$ cat src/rtl/functional_unit.sv
// Multi-cycle execution unit that sits behind a reservation station.
// It selects its operands from the register snapshot, runs one ALU op at a time and broadcasts the tagged result.
module functional_unit #(
  parameter int DATA_W  = 16,
  parameter int LAT_ALU = 2,
  parameter int LAT_MUL = 4
) (
  input  logic              Clock,
  input  logic              Resetn,
  input  logic [DATA_W-1:0] instruction,
  input  logic              enable,
  input  logic [2:0]        tagIn,
  input  logic [DATA_W-1:0] R1,
  input  logic [DATA_W-1:0] R2,
  input  logic [DATA_W-1:0] R3,
  input  logic [DATA_W-1:0] R4,
  input  logic [DATA_W-1:0] R5,
  input  logic [DATA_W-1:0] R6,
  input  logic [DATA_W-1:0] R7,
  output logic [2:0]        tagOut,
  output logic              done,
  output logic [DATA_W-1:0] doneInst,
  output logic [DATA_W-1:0] dout,
  output logic              disponivel
);

  localparam int LAT_MAX = (LAT_MUL > LAT_ALU) ? LAT_MUL : LAT_ALU;
  localparam int CNT_W   = $clog2(LAT_MAX + 1);

  localparam logic [3:0] OP_ADD = 4'b0000;
  localparam logic [3:0] OP_SUB = 4'b0001;
  localparam logic [3:0] OP_MUL = 4'b0100;
  localparam logic [3:0] OP_AND = 4'b0101;

  typedef enum logic {S_IDLE, S_BUSY} state_t;

  state_t             state_q, state_d;
  logic [CNT_W-1:0]   cnt_q, cnt_d;
  logic [DATA_W-1:0]  inst_q, inst_d;
  logic [2:0]         tag_q, tag_d;
  logic [DATA_W-1:0]  opA_q, opA_d;
  logic [DATA_W-1:0]  opB_q, opB_d;
  logic               done_q, done_d;
  logic [DATA_W-1:0]  dout_q, dout_d;
  logic [DATA_W-1:0]  doneInst_q, doneInst_d;
  logic [2:0]         tagOut_q, tagOut_d;
  logic [DATA_W-1:0]  opA, opB, result;

  // Select 0 is the hardwired zero register.
  function automatic logic [DATA_W-1:0] selReg(input logic [2:0] s);
    case (s)
      3'd1:    selReg = R1;
      3'd2:    selReg = R2;
      3'd3:    selReg = R3;
      3'd4:    selReg = R4;
      3'd5:    selReg = R5;
      3'd6:    selReg = R6;
      3'd7:    selReg = R7;
      default: selReg = '0;
    endcase
  endfunction

  assign opA = selReg(instruction[9:7]);
  assign opB = selReg(instruction[6:4]);

  always_comb begin
    result = '0;
    case (inst_q[3:0])
      OP_ADD:  result = opA_q + opB_q;
      OP_SUB:  result = opA_q - opB_q;
      OP_MUL:  result = opA_q * opB_q;
      OP_AND:  result = opA_q & opB_q;
      default: result = '0;
    endcase
  end

  always_ff @(posedge Clock or negedge Resetn) begin
    if (!Resetn) begin
      state_q    <= S_IDLE;
      cnt_q      <= '0;
      inst_q     <= '0;
      tag_q      <= '0;
      opA_q      <= '0;
      opB_q      <= '0;
      done_q     <= 1'b0;
      dout_q     <= '0;
      doneInst_q <= '0;
      tagOut_q   <= '0;
    end else begin
      state_q    <= state_d;
      cnt_q      <= cnt_d;
      inst_q     <= inst_d;
      tag_q      <= tag_d;
      opA_q      <= opA_d;
      opB_q      <= opB_d;
      done_q     <= done_d;
      dout_q     <= dout_d;
      doneInst_q <= doneInst_d;
      tagOut_q   <= tagOut_d;
    end
  end

  // The counter holds the remaining edges minus one, so completion is registered exactly L edges after issue.
  always_comb begin
    state_d    = state_q;
    cnt_d      = cnt_q;
    inst_d     = inst_q;
    tag_d      = tag_q;
    opA_d      = opA_q;
    opB_d      = opB_q;
    done_d     = 1'b0;
    dout_d     = dout_q;
    doneInst_d = doneInst_q;
    tagOut_d   = tagOut_q;
    case (state_q)
      S_IDLE: begin
        if (enable) begin
          state_d = S_BUSY;
          inst_d  = instruction;
          tag_d   = tagIn;
          opA_d   = opA;
          opB_d   = opB;
          cnt_d   = (instruction[3:0] == OP_MUL) ? CNT_W'(LAT_MUL - 1) : CNT_W'(LAT_ALU - 1);
        end
      end
      S_BUSY: begin
        if (cnt_q == '0) begin
          state_d    = S_IDLE;
          done_d     = 1'b1;
          dout_d     = result;
          doneInst_d = inst_q;
          tagOut_d   = tag_q;
        end else begin
          cnt_d = cnt_q - 1'b1;
        end
      end
      default: state_d = S_IDLE;
    endcase
  end

  assign disponivel = (state_q == S_IDLE);
  assign done       = done_q;
  assign dout       = dout_q;
  assign doneInst   = doneInst_q;
  assign tagOut     = tagOut_q;

endmodule

$ cat config.mk
export PLATFORM = sky130hd
export DESIGN_NAME = functional_unit
export DESIGN_NICKNAME = d
export VERILOG_FILES = /design/src/rtl/functional_unit.sv
export SDC_FILE = /design/constraint.sdc
export NUM_CORES = 1
export LEC_CHECK = 0
export BUFFER_PORTS_ARGS = -buffer_cell sky130_fd_sc_hd__clkbuf_2
export CORE_ASPECT_RATIO = 0.9
export CORE_MARGIN = 2
export CORE_UTILIZATION = 35
export CTS_BUF_LIST = sky130_fd_sc_hd__clkbuf_8
export DETAILED_ROUTE_END_ITERATION = 16
export GPL_ROUTABILITY_DRIVEN = 0
export PLACE_DENSITY = 0.54
export SLEW_MARGIN = 20
export SYNTH_ARGS = -nofsm -noshare
export SYNTH_HDL_FRONTEND = slang
export SYNTH_SLANG_ARGS = --single-unit
$ cat constraint.sdc
create_clock -name Clock -period 9.8 [get_ports Clock]
set_clock_uncertainty 0.05 [all_clocks]
set_input_delay 0.49 -clock Clock [delete_from_list [all_inputs] [get_ports Clock]]
set_output_delay 0.49 -clock Clock [all_outputs]
set_load 0.05 [all_outputs]
==> metrics.md <==
| Metric | Value |
|---|---|
| Status | `finished clean` |
| CP arrival | `6.16 ns` |
| CP Data Required Time | `10.01 ns` |
| CTS tree | `yes` |
| Top FF cell, synth | `dfrtp_1` |
| Hold path depth | `3` |
| Most common cell after layout, fill and taps aside | `nand2_1` |
| Post-route antenna net violation count | `0` |
| Post-CTS Setup Inserts | `0` |
| Drt total wl | `32.3 mm` |
| Layout cells sized above 1 | `0.199` |
| Synth Instances | `1,196` |
| WHS Endpoint | `inst_q[12]` |
| Worst Path Max Fanout | `17` |
| Fin nets | `about 1,600` |
| Clk sinks | `a little over 90` |
| Syn_nets | `1,479` |
| Multi-input gate area | `7410 µm²` |
| Clk_lat worst skew | `0.39 ns` |
| RSZ-0062 raised after global routing | `false` |
| Yosys warnings | `0` |
| Sequential area share after synthesis | `0.218` |
| Root buffer cell | `clkbuf_8` |
| CTS Buf Count | `9` |
| Iteration-0 DRC Markers | `between 600 and 700` |
| Synthesis-to-layout area growth | `13.2%` |
| Max_slew headroom | `0.330` |
| GRT Total Usage | `0.215` |
| Pin count of the biggest net entering global routing | `73` |
| Final Slew Violations | `0` |
| Die width | `186 µm` |
| Initial antenna violation count | `0` |
| Register bit count reported by yosys | `91` |
| Die Y-Extent | `168 µm` |
| Worst-Margin Slew | `1.00 ns` |
| Clock-pin slew on the worst setup and hold paths | `approximately 0.11 ns` |
| WL per Instance | `around 19 µm` |
| Reg2reg setup slack | `3.85 ns` |
| Hold path startpoint | `instruction[12]` |
| First-pass GRT wire length | `52.4 mm` |
| Setup TNS | `0 ns` |
| Post-synth ARST share | `1.00` |
| # setup viols final | `0` |
| Setup WS post-layout | `3.85 ns` |
| DP Worst Slack | `3.88 ns` |
| Final Hold Fails | `0` |
| Most frequent cells in the layout | `196 x nand2_1, 169 x clkbuf_2, 123 x inv_1` |
| Die area | `31,200 µm²` |
| Avg Vias per Cell | `5.26` |
| Mapped cell area | `10,400 µm²` |
| I/O Buffers | `170` |
| Register area | `around 2300 µm²` |
| CP startpoint kind | `register` |
| DR pass1 iterations | `5` |
| I/O pin count | `171` |
| Ant. Diodes | `0` |
| Cts-stage hold buffer count | `1` |
| EDFF count, synth | `0` |
| Worst reg-to-reg path cell count | `18` |
| Vias in the first global route | `9,232` |
| CP Capture Type | `register` |
| Fillcell total | `~3,000` |
| Vias after detailed routing | `9,043` |
| Worst R2R Start | `opB_q[1]` |
| Post-cts sizing count | `0` |
| Min Clock Period, post-route | `5.95 ns` |
| Core area | `between 20,000 and 30,000 µm²` |
| Period Utilization, post-route | `0.607` |
| Drt drc | `0` |
| Post-DP HPWL | `24.9 mm` |
| Fmax | `0.168 GHz` |
| Max-Cap Viols | `0` |
| Longest Clk Path Bufs | `2` |
| Mapped Avg Cell Area | `8.73 µm²` |
| Netlist cell types | `60` |
| Reg-to-reg endpoint | `dout[14]` |
| H-tree depth | `3` |
| Total gr overflow | `0` |
| WS Path Type | `reg2reg` |
| Initial Util | `0.358` |
| # rows | `59` |
| CP Launch Point | `opB_q[1]` |
| Hold Path Class | `in2reg` |
kinds of logic after synthesis:
group	count (synthesis)	synth area share
xor gates and xnor gates	63	0.0549
AOI/OAI and AO/OA	225	0.145
and+or+nand+nor	389	0.169
buffers and inverters	195	0.0726
DFF	91	0.218
adders and majority gates	149	0.237
muxes	84	0.104
worst max path at each step:
stage,to,depth (start not counted),slack (ns)
after floorplan,dout[14],20,4.33
after global placement,dout[14],18,4.04
after detailed placement,dout[14],18,3.88
after CTS,dout[14],18,3.82
after global routing,dout[14],18,3.46
final,dout[14],18,3.85
flip-flops by register name (all words and copies together) (netlist names):
signal	flops
cnt_q	3
done	1
doneInst	16
dout	16
inst_q	16
opA_q	16
opB_q	16
state_q	1
tagOut	3
tag_q	3
metal layers:
metal	track usage	vias to the layer above	wire [µm]
met5	0	-	0
met4	0.0466	0	582
met3	0.0340	42	2140
met2	0.333	380	14400
met1	0.315	4361	15200
li1	-	4260	-
layout make-up:
class	instances	share of cell area
multi-input cells	910	0.627
flip-flops and latches	91	0.193
repair buffers	183	0.0807
clock inverters	7	0.00773
well taps	396	0.0419
inverters	124	0.0394
clock buffers	9	0.0105
synthesized netlist by cell type, drive strengths merged, types with 4 or more instances:
cell type  instances  area share
a21o               4      0.0029
a21oi             53       0.025
a221oi            19       0.016
a22o              16       0.013
a22oi              7      0.0050
a32o               7      0.0067
a32oi              7      0.0059
and2              67       0.040
and3               4      0.0024
buf               18      0.0090
clkbuf            53       0.019
dfrtp             91        0.22
fa                81        0.16
ha                68       0.081
inv              123       0.044
mux2              36       0.039
mux2i             32       0.031
mux4              16       0.035
nand2            198       0.072
nand2b             5      0.0030
nand3             11      0.0053
nor2              67       0.024
nor2b             11      0.0066
nor3              15      0.0081
o21a               8      0.0058
o21ai             66       0.032
o22ai              8      0.0048
o31ai             12      0.0086
or3                4      0.0024
xnor2             42       0.036
xor2              20       0.017
stage by stage:
| step | util | cells | area, µm² | hold slack [ns] |
|---|---|---|---|---|
| CTS | 0.405 | 1720 | 11800 | 0.218 |
| finish | 0.405 | 1720 | 11800 | 0.238 |
| global route | 0.405 | 1720 | 11800 | 0.238 |
| detailed placement | 0.397 | 1703 | 11600 | 0.344 |
| floorplan | - | 1196 | 10400 | 0.144 |
| global placement | 0.397 | 1703 | 11600 | 0.345 |
critical path: stages (launching register included):
cell,delay [ns]
dfrtp_1,0.85
nand2_1,0.18
fa_1,0.54
fa_1,0.58
fa_1,0.45
fa_1,0.55
inv_1,0.05
fa_1,0.47
inv_1,0.05
fa_1,0.47
inv_1,0.04
ha_1,0.37
nand3_1,0.12
nor3_1,0.07
a2111oi_4,0.37
a21oi_1,0.13
xor2_1,0.18
a32oi_1,0.20
o211ai_1,0.11
Power is not shown: default switching activity piles up to over one toggle a cycle in this logic, so the estimate is an artifact.
